## src/rtl/wash_pkg.sv

```systemverilog
// Shared definitions for the wash cycle controller: stage codes, level limits,
// default stage durations and small arithmetic helpers.
package wash_pkg;

   localparam logic [2:0] ST_IDLE  = 3'd0;
   localparam logic [2:0] ST_FILL  = 3'd1;
   localparam logic [2:0] ST_WASH  = 3'd2;
   localparam logic [2:0] ST_DRAIN = 3'd3;
   localparam logic [2:0] ST_SPIN  = 3'd4;
   localparam logic [2:0] ST_DONE  = 3'd5;

   localparam logic [3:0] MIN_LEVEL = 4'd2;
   localparam logic [3:0] MAX_LEVEL = 4'd5;

   localparam int unsigned TICKS_PER_SEC_DEF   = 50_000_000;
   localparam int unsigned FILL_SEC_PER_KG_DEF = 3;
   localparam int unsigned WASH_SEC_DEF        = 20;
   localparam int unsigned DRAIN_SEC_DEF       = 5;
   localparam int unsigned SPIN_SEC_DEF        = 10;

   function automatic logic [3:0] clamp_level(input logic [3:0] lvl);
      logic [3:0] r;
      r = lvl;
      if (lvl < MIN_LEVEL) r = MIN_LEVEL;
      else if (lvl > MAX_LEVEL) r = MAX_LEVEL;
      return r;
   endfunction

   // Second counts are 8 bits wide on the display bus; anything larger pins at 255.
   function automatic logic [7:0] sat8(input int unsigned v);
      logic [7:0] r;
      r = (v > 32'd255) ? 8'hFF : v[7:0];
      return r;
   endfunction

endpackage

```

## src/rtl/wash_cycle_ctrl_sec_tick_gen.sv

```systemverilog
// One-second tick divider: counts enabled clocks and pulses tick on the wrap cycle.
module sec_tick_gen
   import wash_pkg::*;
#(
   parameter int unsigned TICKS_PER_SEC = TICKS_PER_SEC_DEF
) (
   input  logic clk,
   input  logic reset,
   input  logic clr,
   input  logic en,
   output logic tick
);

   localparam int unsigned CW = (TICKS_PER_SEC > 1) ? $clog2(TICKS_PER_SEC) : 1;
   localparam logic [CW-1:0] LAST = CW'(TICKS_PER_SEC - 1);

   logic [CW-1:0] cnt_q, cnt_d;

   assign tick = en && (cnt_q == LAST);

   always_comb begin
      cnt_d = cnt_q;
      if (clr)     cnt_d = '0;
      else if (en) cnt_d = tick ? '0 : cnt_q + CW'(1);
   end

   always_ff @(posedge clk) begin
      if (reset) cnt_q <= '0;
      else       cnt_q <= cnt_d;
   end

endmodule

```

## src/rtl/wash_cycle_ctrl.sv

```systemverilog
// Wash cycle sequencer: latches the selected level on start, then runs
// fill/wash/drain/spin on second timers and pulses if_finish at completion.
module wash_cycle_ctrl
   import wash_pkg::*;
#(
   parameter int unsigned TICKS_PER_SEC   = TICKS_PER_SEC_DEF,
   parameter int unsigned FILL_SEC_PER_KG = FILL_SEC_PER_KG_DEF,
   parameter int unsigned WASH_SEC        = WASH_SEC_DEF,
   parameter int unsigned DRAIN_SEC       = DRAIN_SEC_DEF,
   parameter int unsigned SPIN_SEC        = SPIN_SEC_DEF
) (
   input  logic       clk,
   input  logic       reset,
   input  logic       power_led,
   input  logic       start_led,
   input  logic [3:0] water_level,
   output logic       inlet_valve,
   output logic       drain_valve,
   output logic       motor_on,
   output logic       motor_fast,
   output logic [2:0] stage,
   output logic [7:0] remain_sec,
   output logic [3:0] level_latched,
   output logic       if_finish
);

   logic [2:0] stage_q, stage_d, nxt_s;
   logic [7:0] remain_q, remain_d;
   logic [3:0] level_q, level_d;
   logic       fin_q, fin_d;
   logic       start_q;
   logic       start_rise, running, tick;
   logic [3:0] lvl_c;
   logic [7:0] fill_c;

   // First stage at or after s with a non-zero duration; DONE if none remain.
   function automatic logic [2:0] first_live(input logic [2:0] s);
      logic [2:0] r;
      r = ST_DONE;
      if (s <= ST_SPIN  && SPIN_SEC  != 0) r = ST_SPIN;
      if (s <= ST_DRAIN && DRAIN_SEC != 0) r = ST_DRAIN;
      if (s <= ST_WASH  && WASH_SEC  != 0) r = ST_WASH;
      return r;
   endfunction

   function automatic logic [7:0] stage_dur(input logic [2:0] s);
      logic [7:0] r;
      case (s)
         ST_WASH:  r = sat8(WASH_SEC);
         ST_DRAIN: r = sat8(DRAIN_SEC);
         ST_SPIN:  r = sat8(SPIN_SEC);
         default:  r = 8'd0;
      endcase
      return r;
   endfunction

   assign start_rise = start_led & ~start_q;
   assign running    = (stage_q >= ST_FILL) && (stage_q <= ST_SPIN);
   assign lvl_c      = clamp_level(water_level);
   assign fill_c     = sat8(32'(lvl_c) * FILL_SEC_PER_KG);

   sec_tick_gen #(.TICKS_PER_SEC(TICKS_PER_SEC)) u_tick (
      .clk   (clk),
      .reset (reset),
      .clr   (~running),
      .en    (running & start_led & power_led),
      .tick  (tick)
   );

   always_comb begin
      stage_d  = stage_q;
      remain_d = remain_q;
      level_d  = level_q;
      fin_d    = 1'b0;
      nxt_s    = ST_DONE;
      if (!power_led) begin
         stage_d  = ST_IDLE;
         remain_d = 8'd0;
         level_d  = MIN_LEVEL;
      end else begin
         case (stage_q)
            ST_IDLE: if (start_rise) begin
               level_d  = lvl_c;
               nxt_s    = (fill_c != 8'd0) ? ST_FILL : first_live(ST_WASH);
               stage_d  = nxt_s;
               remain_d = (nxt_s == ST_FILL) ? fill_c : stage_dur(nxt_s);
            end
            ST_FILL, ST_WASH, ST_DRAIN, ST_SPIN: if (tick) begin
               if (remain_q == 8'd1) begin
                  nxt_s    = first_live(stage_q + 3'd1);
                  stage_d  = nxt_s;
                  remain_d = stage_dur(nxt_s);
               end else begin
                  remain_d = remain_q - 8'd1;
               end
            end
            default: begin
               stage_d  = ST_IDLE;
               remain_d = 8'd0;
               level_d  = MIN_LEVEL;
            end
         endcase
         // The completion pulse is registered alongside the entry into DONE.
         if (stage_d == ST_DONE && stage_q != ST_DONE) begin
            fin_d    = 1'b1;
            remain_d = 8'd0;
            level_d  = MIN_LEVEL;
         end
      end
   end

   always_ff @(posedge clk) begin
      if (reset) begin
         stage_q  <= ST_IDLE;
         remain_q <= 8'd0;
         level_q  <= MIN_LEVEL;
         fin_q    <= 1'b0;
         start_q  <= 1'b0;
      end else begin
         stage_q  <= stage_d;
         remain_q <= remain_d;
         level_q  <= level_d;
         fin_q    <= fin_d;
         start_q  <= start_led;
      end
   end

   // Actuators follow the registered stage; a low start_led is a pause and kills them.
   assign inlet_valve   = start_led && (stage_q == ST_FILL);
   assign drain_valve   = start_led && (stage_q == ST_DRAIN || stage_q == ST_SPIN);
   assign motor_on      = start_led && (stage_q == ST_WASH  || stage_q == ST_SPIN);
   assign motor_fast    = start_led && (stage_q == ST_SPIN);
   assign stage         = stage_q;
   assign remain_sec    = remain_q;
   assign level_latched = level_q;
   assign if_finish     = fin_q;

endmodule
```

## config.mk

```make
export PLATFORM = sky130hd
export DESIGN_NAME = wash_cycle_ctrl
export DESIGN_NICKNAME = d
export VERILOG_FILES = /design/src/rtl/wash_pkg.sv /design/src/rtl/wash_cycle_ctrl_sec_tick_gen.sv /design/src/rtl/wash_cycle_ctrl.sv
export SDC_FILE = /design/constraint.sdc
export NUM_CORES = 1
export LEC_CHECK = 0
export CAP_MARGIN = 10
export CORE_MARGIN = 10
export CORE_UTILIZATION = 57
export CTS_CLUSTER_DIAMETER = 30
export DETAILED_ROUTE_END_ITERATION = 7
export PLACE_DENSITY_LB_ADDON = 0.05
export SLEW_MARGIN = 20
export SYNTH_ARGS = -nofsm -noshare
export SYNTH_HDL_FRONTEND = slang
export SYNTH_HIERARCHICAL = 1
export SYNTH_SLANG_ARGS = --single-unit
export TNS_END_PERCENT = 20
```

## constraint.sdc

```tcl
create_clock -name clk -period 3.9 [get_ports clk]
set_input_delay 0.975 -clock clk [delete_from_list [all_inputs] [get_ports clk]]
set_output_delay 0.975 -clock clk [all_outputs]
set_load 0.01 [all_outputs]
```

Word level (Yosys, flattened, before mapping)
Index checks and enable logic that the tools add are counted.
{ "word_totals": {"regBits": 43, "latch_bits": 0, "mem_bits_rw": 0, "rom_bits": 0, "input_bits": 8, "out_inout_bits": 20, "wordCells": 84, "memories": 0} }
{ "op_classes": {"n_addsub": 3, "n_mul": 1, "div": 0, "magnitude_cmp": 7, "eq_ne": 17, "shifts": 0, "mux": 26, "bitwise": 7, "reduce_logical": 17} }
{ "ops": {"columns": ["operator", "count"], "rows": [
  ["$mux 8", 4],
  ["$mux 3", 10],
  ["$pmux 5 s3", 2],
  ["$add 26x1->26 const B", 1],
  ["$eq 26x26->1 const B", 1],
  ["$mux 26", 1],
  ["$pmux 8 s2", 1],
  ["$eq 3x2->1 const B", 4],
  ["$mux 4", 3],
  ["$eq 3x3->1 const B", 3],
  ["$eq 8x1->1 const B", 1],
  ["$pmux 4 s2", 1],
  ["$reduce_bool 8->1", 1],
  ["$sub 8x1->8 const B", 1],
  ["$logic_and 1x1->1", 7],
  ["$le 3x2->1 const B", 2],
  ["$le 3x3->1 const B", 2],
  ["$mul 4x2->6 const B", 1],
  ["$pmux 3 s2", 1],
  ["$eq 2x2->1 const B", 2],
  ["$gt 4x3->1 const B", 1],
  ["$lt 4x2->1 const B", 1],
  ["$not 1->1", 4],
  ["$reduce_and 2->1", 2],
  ["16 further kinds", 21]
]} }

Depth between registers and ports, before layout
Gate-level depths: netlist of run 1.
{ "logic_depth": {"word_depth": 16, "ltp_mapped": 17, "ltp_nobuf": 15} }

By module
The synthesis of run 1 kept the hierarchy.
{ "modules_own_cells": {"columns": ["module", "instances", "cells_each", "area_per_inst_um2", "seq_area_each_um2"], "rows": [
  ["sec_tick_gen", 1, 156, 1343.8, 520.5],
  ["wash_cycle_ctrl", 1, 168, 1326.3, 340.3]
]} }

Least setup slack after synthesis of run 1
Ideal clock, no wire load.
{ "synth_path": {"path_type": "flip-flop to flip-flop", "start": "register stage_q[0], in the netlist stage[0]", "end": "register remain_q[7], in the netlist remain_sec[7]", "setup_ns": 0.135, "t_arrival_ns": 3.371, "required_ns": 3.765, "slack_ns": 0.394, "stages_incl_launch_ff": 18, "synth_period_minus_slack_ns": 3.506, "path_cell_list": "dfxtp_1 -> buf_6 -> inv_1 -> ha_1 -> inv_1 -> nand2_1 -> o41ai_1 -> nor2_1 -> and3_1 -> buf_2 -> nand2_1 -> nor3_1 -> nor4b_1 -> nand2_1 -> o41ai_1 -> a211oi_2 -> o31ai_4 -> nor3_1"} }
{ "synth_between": {"elab_cells_between_ends": 36, "cone_classes": "1 x add/sub; 5 x order compare; 8 x eq/ne; 13 x mux; 2 x bitwise; 7 x reduce/logical"} }
{ "synth_rtl": {"columns": ["element", "line_no", "text"], "rows": [
  ["start: declaration", "wash_cycle_ctrl.sv:27", "logic [2:0] stage_q, stage_d, nxt_s;"],
  ["start signal: assignment", "wash_cycle_ctrl.sv:120", "stage_q <= stage_d;"],
  ["$ge 3x1->1 / $le 3x3->1 (equally long branches)", "wash_cycle_ctrl.sv:58", "assign running = (stage_q >= ST_FILL) && (stage_q <= ST_SPIN);"],
  ["$logic_and 1x1->1 (*)", "wash_cycle_ctrl.sv:58", null],
  ["$and 1x1->1 (*) (2 in a row)", "wash_cycle_ctrl.sv:66", ".en (running & start_led & power_led),"],
  ["$logic_and 1x1->1 (*)", "wash_cycle_ctrl_sec_tick_gen.sv:19", "assign tick = en && (cnt_q == LAST);"],
  ["net tick", "wash_cycle_ctrl.sv:32", "logic start_rise, running, tick;"],
  ["$mux 3", "wash_cycle_ctrl.sv:88", "ST_FILL, ST_WASH, ST_DRAIN, ST_SPIN: if (tick) begin"],
  ["$pmux 3 s2", "wash_cycle_ctrl.sv:81", "case (stage_q)"],
  ["$mux 3", "wash_cycle_ctrl.sv:76", "if (!power_led) begin"],
  ["$eq 3x3->1", "wash_cycle_ctrl.sv:104", "if (stage_d == ST_DONE && stage_q != ST_DONE) begin"],
  ["$logic_and 1x1->1", "wash_cycle_ctrl.sv:104", null],
  ["$reduce_or 3->1 (no source line)", null, null],
  ["end signal: assignment", "wash_cycle_ctrl.sv:121", "remain_q <= remain_d;"],
  ["end: declaration", "wash_cycle_ctrl.sv:28", "logic [7:0] remain_q, remain_d;"]
]} }
The timed path passes the listed nets; every way through them passes the cells marked *. The select of a mux whose other input is x is not followed.
A chain may end at the register's enable or synchronous reset.

Final worst setup path of run 1
{ "layout_path": {"start": "input port water_level[2]", "end": "register remain_q[4], in the netlist remain_sec[4]"} }
{ "layout_between": {"elab_chain_cells": 12, "elab_cells_between_ends": 21, "cone_classes": "1 x mul; 2 x order compare; 5 x eq/ne; 10 x mux; 3 x reduce/logical"} }
{ "layout_lines": {"columns": ["element", "line_no", "text"], "rows": [
  ["start: declaration", "wash_cycle_ctrl.sv:16", "input logic [3:0] water_level,"],
  ["$gt 4x3->1", "wash_pkg.sv:25", "else if (lvl > MAX_LEVEL) r = MAX_LEVEL;"],
  ["$mux 4", "wash_pkg.sv:25", null],
  ["$mux 4 (*)", "wash_pkg.sv:24", "if (lvl < MIN_LEVEL) r = MIN_LEVEL;"],
  ["$mul 4x2->6 (*)", "wash_cycle_ctrl.sv:60", "assign fill_c = sat8(32'(lvl_c) * FILL_SEC_PER_KG);"],
  ["$reduce_bool 8->1", "wash_cycle_ctrl.sv:84", "nxt_s = (fill_c != 8'd0) ? ST_FILL : first_live(ST_WASH);"],
  ["$mux 2", "wash_cycle_ctrl.sv:84", null],
  ["$mux 3", "wash_cycle_ctrl.sv:82", "ST_IDLE: if (start_rise) begin"],
  ["$pmux 3 s2", "wash_cycle_ctrl.sv:81", null],
  ["$mux 3", "wash_cycle_ctrl.sv:76", null],
  ["$eq 3x3->1", "wash_cycle_ctrl.sv:104", null],
  ["$logic_and 1x1->1", "wash_cycle_ctrl.sv:104", null],
  ["$reduce_or 3->1 (no source line)", null, null]
]} }
Mark *: on every way between the ends. The rest lies on a longest branch, timed or not. The select of a mux whose other input is x is not followed.

==> impl_metrics.csv, run 1 <==
group,metric,value,unit
synthesis,ys_ff_latch,43,
critical_path,end_kind,"register",
clocking,cts_setup_buffers,0,
clocking,cts_tree,"yes",
synthesis,ys_async_sr_fraction,0,
floorplanning,floorplan.core_area,4440,um2
synthesis,synthDistinctLibCells,60,
synthesis,ys_seq_area_frac,0.322,
power_and_ir_drop,netSwitchingFraction,0.282,
routing,ant_nets,0,
clocking,cts_max_level,2,
routing,first_pass_iters,4,
routing,drt_iter0_drc,160,
layout,area_growth,20.0,%
timing,slew_headroom,0.583,
critical_path,cp.arrival,3940,ps
floorplanning,chipHeight,88.4,um
critical_path,crit_chain,"clkdlybuf4s50_1 -> maj3_1 -> nor2_1 -> inv_1 -> ha_1 -> inv_1 -> fa_1 -> or3b_2 -> o21ai_2 -> a221oi_1 -> a211oi_2 -> o31ai_4 -> buf_4 -> a211oi_1",
placed_design,io_buffer_count,27,
hold_path,whs_path_depth,2,
layout,diodes,0,
placed_design,dp_hpwl,4950,um
layout,ff_latch_area,861,um2
grt,grt_pass1_vias,2408,
synthesis,syn_avg_cell_area,8.24,um2
timing,worst_pin_slew,621,ps
grt,grt_pass1_wl,11300,um
floorplanning,fp.dieW,88.4,um
power_and_ir_drop,power.internal,645,uW
layout,layout_commonest_cell,"dfxtp_1",
layout,fin_nets,388,
synthesis,syn_area,2670,um2
synthesis,synthCells,324,
floorplanning,die_area,7820,um2
power_and_ir_drop,leakage,0.00110,uW
grt,antenna_found_initial,0,
timing,tns,0,ps
power_and_ir_drop,p_sw,253,uW
hold_path,min_path_type,"register to register",
clocking,clock_latency,310,ps
layout,layout_common_cells,"43 x dfxtp_1, 33 x nor2_1, 29 x nand2_1",
grt,grt_max_degree,16,
power_and_ir_drop,cellPowerDensity,280,nW/um2
critical_path,crit_top_cell,"inv_1",
timing,fmax,269,MHz
floorplanning,io_pins,28,
layout,layout-drive-gt1-share,0.135,
synthesis,synth_fp_nets,343,
timing,hold_viol,0,
critical_path,crit_fanout,10,
job,drv_cap,0,
clocking,cts_resized,0,
synthesis,synth_edf_count,0,
critical_path,rrSetupSlack,510,ps
floorplanning,start_util,0.601,
layout,multi_input_area,1720,um2
timing,whs,451,ps
critical_path,cp_top_family,"compound AO/OA/AOI/OAI gates",
clocking,cts.clk_slew.worst_paths,80,ps
clocking,root_buffer,"clkbuf_8",
critical_path,critPathKind,"input pin to register",
grt,grt_usage,0.177,
power_and_ir_drop,pwr-share-comb,0.177,
synthesis,yosys_warnings,6,
timing,finalCriticalPeriod,3710,ps
critical_path,worstSetupStartpointType,"input pin",
clocking,ctsHoldBuffers,0,
run_status,status,"complete, no violations",
synthesis,synthFlopType,"dfxtp_1",
clocking,ctsLongestPathBuffers,2,
routing,wire_per_inst,15.5,um
grt,grt-ovfl-total,0,
routing,drt-vias-per-instance,6.14,
placed_design,place.gp.congestion,0.847,
critical_path,path_buf_inv,4,
timing,setup_violations,0,
clocking,clkSinkCount,43,
timing,fin_crit_sh,0.953,
power_and_ir_drop,power_frac_clock,0.316,
power_and_ir_drop,p_seq_frac,0.507,
floorplanning,rows,24,
critical_path,critical_path_depth,14,
critical_path,worst_path_largest_cell_delay,460,ps
timing,rsz0062_at_grt,"false",
routing,vias,2589,
critical_path,reg2regPathDepth,18,
timing,fin_skew,8.22,ps
layout,final_util,0.721,
timing,final_max_slew_viol_count,0,
critical_path,required,4120,ps
critical_path,slowest_stage,"or3b_2",
clocking,cts-buffers-inserted,5,
power_and_ir_drop,peakVddDrop,0.211,mV
routing,post-route-drc-count,0,
layout,fillers,372,
routing,wl,6540,um
==> logic make-up (layout without fill, tap and decap cells) <==
group                    count (synthesis)  count (layout)  share of synthesized area
multiplexers                             3               3                     0.0117
AO/OA/AOI/OAI                           71              71                      0.182
AND/OR/NAND/NOR                        156             156                      0.332
flip-flops                              43              43                      0.322
adder cells (fa/ha/maj)                 12              12                     0.0581
XOR/XNOR                                16              16                     0.0525
buffers and inverters                   23              69                     0.0408
==> Yosys cell counts, types with 2 or more instances <==
library cell,instances,area share
a211oi_1,2,0.0056
nand3b_1,3,0.0084
or4_1,4,0.011
nor2b_1,4,0.0094
ha_1,10,0.047
or3_1,8,0.019
clkbuf_1,2,0.0028
o22ai_1,3,0.0070
o21bai_1,2,0.0056
nand2b_1,5,0.012
buf_6,2,0.0084
a21o_1,2,0.0056
nor3_1,10,0.019
nor2_1,33,0.046
and4_1,4,0.013
nand2_1,29,0.041
o31ai_1,4,0.011
and3_1,3,0.0070
xnor2_1,7,0.023
nand4_1,11,0.026
nor4_1,4,0.0094
a21oi_1,17,0.032
nor4b_1,5,0.016
inv_1,13,0.018
xor2_1,9,0.030
o41ai_1,3,0.0098
o21ai_0,17,0.032
and2_1,5,0.012
nand3_1,16,0.030
a31oi_1,4,0.0094
a21oi_2,2,0.0066
a221oi_1,4,0.013
buf_2,6,0.011
mux2i_1,2,0.0075
a21boi_0,2,0.0056
dfxtp_1,43,0.32
==> power groups by stage <==
stage / registers, uW / logic (uW) / clock network, uW
floorplan: 467 / 92.3 / 0
detailed placement: 465 / 154 / 0
CTS: 455 / 156 / 291
global placement: 465 / 152 / 0
finish: 455 / 159 / 284
global route: 457 / 175 / 309
==> per-layer routing <==
| metal | global-route usage | up-vias | share of wire | wire, um |
|---|---|---|---|---|
| met3 | 0.0414 | 7 | 0.067 | 438 |
| met1 | 0.248 | 1224 | 0.50 | 3240 |
| met5 | 0 | - | 0 | 0 |
| li1 | - | 1288 | - | - |
| met2 | 0.259 | 70 | 0.43 | 2800 |
| met4 | 0.0602 | 0 | 0.0090 | 59 |
==> state kept, by name, summed over array words and instances, names as in the netlist <==
signal and count:
remain_sec 8, if_finish 1, start_q 1, level_latched 4, u_tick/cnt_q 26, stage 3
==> worst register-to-register path, delay by kind of cell (launching register included) <==
family                   cells  cell delay [ps]
AND/OR/NAND/NOR              9             1470
buffers and inverters        5              790
AO/OA/AOI/OAI                3              440
flip-flops                   1              320
adder cells (fa/ha/maj)      1              270
==> layout make-up <==
cell class | count | area share
tap | 52 | 0.0203
sequential | 43 | 0.269
multi-input combinational | 258 | 0.536
timing repair buffer | 48 | 0.134
inverter | 13 | 0.0152
clock buffer | 6 | 0.0226
clock inverter | 2 | 0.00390
==> path summary, 6_finish.rpt <==
check	from	end
max	water_level[2]	remain_sec[4]
min	level_latched[3]	level_latched[3]
max reg2reg	stage[0]	remain_sec[5]
min reg2reg	level_latched[3]	level_latched[3]
==> through the flow <==
step | cell area (um2) | std cells | setup slack [ps] | power (uW)
finish | 3200 | 422 | 185 | 898
global route | 3200 | 422 | 0.585 | 941
CTS | 3190 | 422 | 170 | 902
detailed placement | 3100 | 414 | -152 | 619
global placement | 3100 | 414 | -6.36 | 617
floorplan | 2670 | 324 | 394 | 559
Power figures use the tool's default switching activity.
==> run 2: changes to the inputs <==
--- a/config.mk
+++ b/config.mk
@@ -10,6 +10,7 @@
 export CORE_UTILIZATION = 57
 export CTS_CLUSTER_DIAMETER = 30
 export DETAILED_ROUTE_END_ITERATION = 7
+export GPL_ROUTABILITY_DRIVEN = 0
 export PLACE_DENSITY_LB_ADDON = 0.05
 export SLEW_MARGIN = 20
 export SYNTH_ARGS = -nofsm -noshare
==> run 2 against run 1 <==
  * Global-route usage down 0.38 points
  * Critical endpoint unchanged
  * Combinational power increased by 3%
  * Critical path type unchanged
  * Cell count is 0.47% higher
  * Utilization is 1.4 points higher
  * Power is 9.5% higher
==> impl_metrics.csv, run 2 (synthesis results as in run 1) <==
group,metric,value,unit
placed_design,io_buffer_count,27,
power_and_ir_drop,peakVddDrop,0.229,mV
layout,largest_register_ff_count,26,
routing,vias,2603,
routing,drt_iter0_drc,209,
floorplanning,rows,24,
floorplanning,chipHeight,88.4,um
routing,wire_per_inst,15.6,um
timing,setup_violations,0,
power_and_ir_drop,report.power.total,983,uW
critical_path,required,4110,ps
grt,grt_usage,0.173,
critical_path,crit_fanout,10,
critical_path,cp_top_family,"compound AO/OA/AOI/OAI gates",
critical_path,cp.arrival,3910,ps
routing,drt-vias-per-instance,6.14,
critical_path,worstSetupStartpointType,"input pin",
timing,final_max_slew_viol_count,0,
layout,fin_area,3270,um2
layout,area_growth,22.4,%
routing,post-route-drc-count,0,
routing,wl,6620,um
critical_path,path_buf_inv,4,
timing,finalCriticalPeriod,3700,ps
timing,rsz0062_at_grt,"false",
critical_path,rrSetupSlack,430,ps
layout,largest-register,"u_tick/cnt_q",
clocking,ctsLongestPathBuffers,2,
placed_design,place_area,3120,um2
critical_path,critPathKind,"input pin to register",
timing,postLayoutSetupSlackWorst,203,ps
critical_path,worst_path_largest_cell_delay,470,ps
clocking,cts.clk_slew.worst_paths,80,ps
timing,slew_headroom,0.585,
grt,grt_max_degree,16,
timing,fin_crit_sh,0.948,
critical_path,crit_top_cell,"inv_1",
power_and_ir_drop,leakage,0.00113,uW
critical_path,end_kind,"register",
layout,layout_common_cells,"43 x dfxtp_1, 32 x nor2_1, 29 x nand2_1",
timing,fin_skew,3.43,ps
floorplanning,start_util,0.601,
hold_path,min_path_type,"register to register",
run_status,status,"complete, no violations",
grt,grt_pass1_vias,2341,
clocking,clock_latency,290,ps
clocking,cts_tree,"yes",
layout,layout-drive-gt1-share,0.145,
timing,hold_viol,0,
layout,fin_nets,390,
timing,worst_pin_slew,617,ps
floorplanning,fp.dieW,88.4,um
routing,first_pass_iters,5,
job,drv_cap,0,
grt,grt_pass1_wl,11100,um
placed_design,place_ws,-185,ps
critical_path,crit_chain,"clkdlybuf4s50_1 -> maj3_1 -> nor2_2 -> inv_1 -> ha_1 -> inv_1 -> fa_1 -> or3b_2 -> o21ai_2 -> a221oi_1 -> a211oi_2 -> o31ai_4 -> buf_12 -> a211oi_1",
critical_path,slowest_stage,"or3b_2",
clocking,cts_max_level,2,
clocking,clkSinkCount,43,
layout,layout_commonest_cell,"dfxtp_1",
clocking,ctsHoldBuffers,0,
grt,grt-ovfl-total,0,
floorplanning,die_area,7820,um2
timing,tns,0,ps
clocking,cts-buffers-inserted,5,
floorplanning,io_pins,28,
placed_design,dp_hpwl,4830,um
routing,ant_nets,0,
timing,fmax,271,MHz
power_and_ir_drop,cellPowerDensity,301,nW/um2
layout,diodes,0,
timing,whs,440,ps
clocking,root_buffer,"clkbuf_8",
grt,antenna_found_initial,0,
floorplanning,floorplan.core_area,4440,um2
run 2: changes by cell type in the layout (fill, tap and decap cells not counted):
cell	change
buf_12	+1
buf_4	+1
bufinv_16	+1
clkbuf_1	-1
clkbuf_8	+1
clkinvlp_4	-1
nor2_1	-1
nor2_2	+1
run 2: final timing paths:
check | start | end | cells after the start
worst max-delay path | water_level[2] | remain_sec[4] | 14
worst min-delay path | level_latched[3] | level_latched[3] | 2
worst max register to register | stage[0] | remain_sec[6] | 18
worst min register to register | level_latched[3] | level_latched[3] | 2
run 2: layout make-up:
type	instances	area [um2]
multi-input combinational	258	1720
fill	363	1180
timing repair buffer	50	455
sequential	43	861
clock inverter	2	35.0
tap	52	65.1
clock buffer	6	82.6
inverter	13	48.8
run 2: worst min-delay path, delay by kind of cell (launching register included):
family	cells	cell delay (ps)
flops	1	320
simple gates	2	80
run 2: metal layers:
layer  track usage  routed length, um  vias to the layer above
met5             0                  0                        -
li1              -                  -                     1291
met1         0.252               3310                     1216
met3        0.0487                445                        8
met4        0.0338                 60                        0
met2         0.248               2800                       88
run 2: timing repair:
| action | CTS | global route |
|---|---|---|
| endpoints found under the setup margin | 0 | 12 |
| gates resized for setup | 0 | 5 |
| setup buffers | 0 | 1 |
run 2: where the power goes:
| part | switching (uW) | total (uW) | internal, uW |
|---|---|---|---|
| Combinational | 86.7 | 164 | 77.0 |
| Clock | 156 | 364 | 207 |
| Sequential | 9.64 | 455 | 446 |
run 2: through the flow:
stage | std cells | utilization
2_1_floorplan | 324 | -
3_3_place_gp | 416 | 0.702
3_5_place_dp | 416 | 0.702
4_1_cts | 424 | 0.728
5_1_grt | 424 | 0.735
6_report | 424 | 0.735
==> run 3: changes to the inputs <==
==> constraint.sdc (replaced) <==
create_clock -name clk -period 4.2 [get_ports clk]
set_input_delay 1.05 -clock clk [delete_from_list [all_inputs] [get_ports clk]]
set_output_delay 1.05 -clock clk [all_outputs]
set_load 0.01 [all_outputs]
==> run 3 against run 2 <==
  * Register-to-register slack improved by 20 ps
  * Count of clock-buffer cells in the layout is 1 lower
  * Sequential share of layout area rose by 1.1 points
  * Utilization down 2.9 points
  * Via count decreased by 4.3%
  * Die area stayed put
  * Global-route usage down 0.46 points
  * Sequential power fell by 7.3%
  * Cell count decreased by 3.1%
  * Critical path depth stayed put
  * Clock skew up 4.5 ps
  * Largest cell class unchanged
==> impl_metrics.csv, run 3 (synthesis results as in run 1) <==
group,metric,value,unit
layout,fin_nets,377,
timing,fin_skew,7.92,ps
timing,fin_crit_sh,0.935,
critical_path,cp.arrival,4150,ps
power_and_ir_drop,cellPowerDensity,284,nW/um2
routing,post-route-drc-count,0,
clocking,clkSinkCount,43,
layout,largest-register,"u_tick/cnt_q",
power_and_ir_drop,leakage,0.00106,uW
critical_path,crit_fanout,5,
timing,postLayoutSetupSlackWorst,273,ps
critical_path,reg2reg_to,"remain_sec[7]",
timing,fmax,255,MHz
critical_path,worstSetupStartpointType,"input pin",
floorplanning,die_area,7820,um2
clocking,cts_resized,0,
clocking,ctsLongestPathBuffers,2,
grt,grt_pass1_wl,10800,um
layout,layout_common_cells,"43 x dfxtp_1, 33 x nor2_1, 29 x nand2_1",
floorplanning,start_util,0.601,
critical_path,slowest_stage,"clkdlybuf4s50_1",
clocking,cts-buffers-inserted,5,
floorplanning,io_pins,28,
grt,antenna_found_initial,0,
timing,final_max_slew_viol_count,0,
power_and_ir_drop,report.power.total,890,uW
timing,rsz0062_at_grt,"false",
timing,slew_headroom,0.606,
grt,grt_max_degree,16,
clocking,root_buffer,"clkbuf_8",
hold_path,whs_path_depth,2,
critical_path,required,4420,ps
critical_path,timing.rr.start,"stage[1]",
layout,fillers,373,
critical_path,rrSetupSlack,450,ps
timing,finalCriticalPeriod,3930,ps
routing,drt-vias-per-instance,6.06,
grt,grt-ovfl-total,0,
layout,diodes,0,
layout,layout-drive-gt1-share,0.106,
layout,final_util,0.706,
floorplanning,rows,24,
timing,worst_pin_slew,587,ps
critical_path,crit_chain,"clkdlybuf4s50_1 -> maj3_1 -> nor2_1 -> inv_1 -> ha_1 -> inv_1 -> fa_1 -> or3b_2 -> o21ai_1 -> a221oi_1 -> a211oi_2 -> buf_4 -> nor3_1 -> nor3_1",
floorplanning,chipHeight,88.4,um
critical_path,critPathKind,"input pin to register",
placed_design,place_ws,-79.3,ps
clocking,cts.clk_slew.worst_paths,80,ps
hold_path,min_path_type,"register to register",
routing,vias,2490,
grt,grt_usage,0.169,
layout,area_growth,17.6,%
job,drv_cap,0,
placed_design,dp_hpwl,4710,um
critical_path,reg2regPathDepth,15,
routing,wire_per_inst,15.4,um
clocking,clock_latency,300,ps
layout,layout_commonest_cell,"dfxtp_1",
timing,hold_viol,0,
hold_path,min_from,"level_latched[3]",
hold_path,min_to,"level_latched[3]",
layout,largest_register_ff_count,26,
layout,ff_latch_area,861,um2
critical_path,end_kind,"register",
routing,wl,6320,um
clocking,cts_tree,"yes",
critical_path,worst_path_largest_cell_delay,480,ps
placed_design,io_buffer_count,27,
power_and_ir_drop,peakVddDrop,0.248,mV
routing,ant_nets,0,
clocking,ctsHoldBuffers,0,
clocking,cts_max_level,2,
floorplanning,fp.dieW,88.4,um
run_status,status,"complete, no violations",
grt,grt_pass1_vias,2228,
layout,multi_input_area,1710,um2
routing,first_pass_iters,4,
clocking,cts_setup_buffers,0,
routing,drt_iter0_drc,193,
timing,whs,453,ps
floorplanning,floorplan.core_area,4440,um2
timing,setup_violations,0,
[run 3: worst max-delay path by stage]
stage | cells past startpoint | endpoint | from | slack (ps)
after floorplan | 12 | remain_sec[0] | water_level[2] | 670
after global placement | 14 | remain_sec[5] | water_level[2] | 80
after detailed placement | 13 | level_latched[1] | water_level[2] | -80
after CTS | 13 | remain_sec[0] | water_level[2] | 220
after global routing | 14 | remain_sec[5] | water_level[2] | 30
final | 14 | remain_sec[5] | water_level[2] | 270
[run 3: stage by stage]
step | area (um2) | setup TNS (ps) | instances
floorplan | 2670 | 0 | 324
global placement | 3020 | 0 | 403
detailed placement | 3020 | -342 | 403
CTS | 3130 | 0 | 411
global route | 3140 | 0 | 411
finish | 3140 | 0 | 411
[run 3: critical path: cells and delay by family]
family | cells | cell delay [ps]
AOI/OAI and AO/OA | 3 | 660
and+or+nand+nor | 4 | 840
adders and majority gates | 3 | 780
buffers and inverters | 4 | 820
[run 3: area by class of cell]
| class | count | share of cell area |
|---|---|---|
| Clock buffer | 5 | 0.0219 |
| Clock inverter | 3 | 0.0139 |
| Inverter | 13 | 0.0155 |
| Multi-Input combinational cell | 258 | 0.544 |
| Sequential cell | 43 | 0.274 |
| Tap cell | 52 | 0.0207 |
| Timing Repair Buffer | 37 | 0.110 |
[run 3: per-layer routing]
layer  global-route usage  vias up  share of wire
li1                     -     1264              -
met1                0.239     1151           0.49
met2                0.251       70           0.43
met3               0.0386        5          0.071
met4               0.0441        0         0.0082
met5                    0        -              0
[run 3: power breakdown]
part	internal, uW	switching, uW	total [uW]
registers	414	8.45	422
logic	62.6	75.7	138
clock network	177	153	330
total	654	237	890
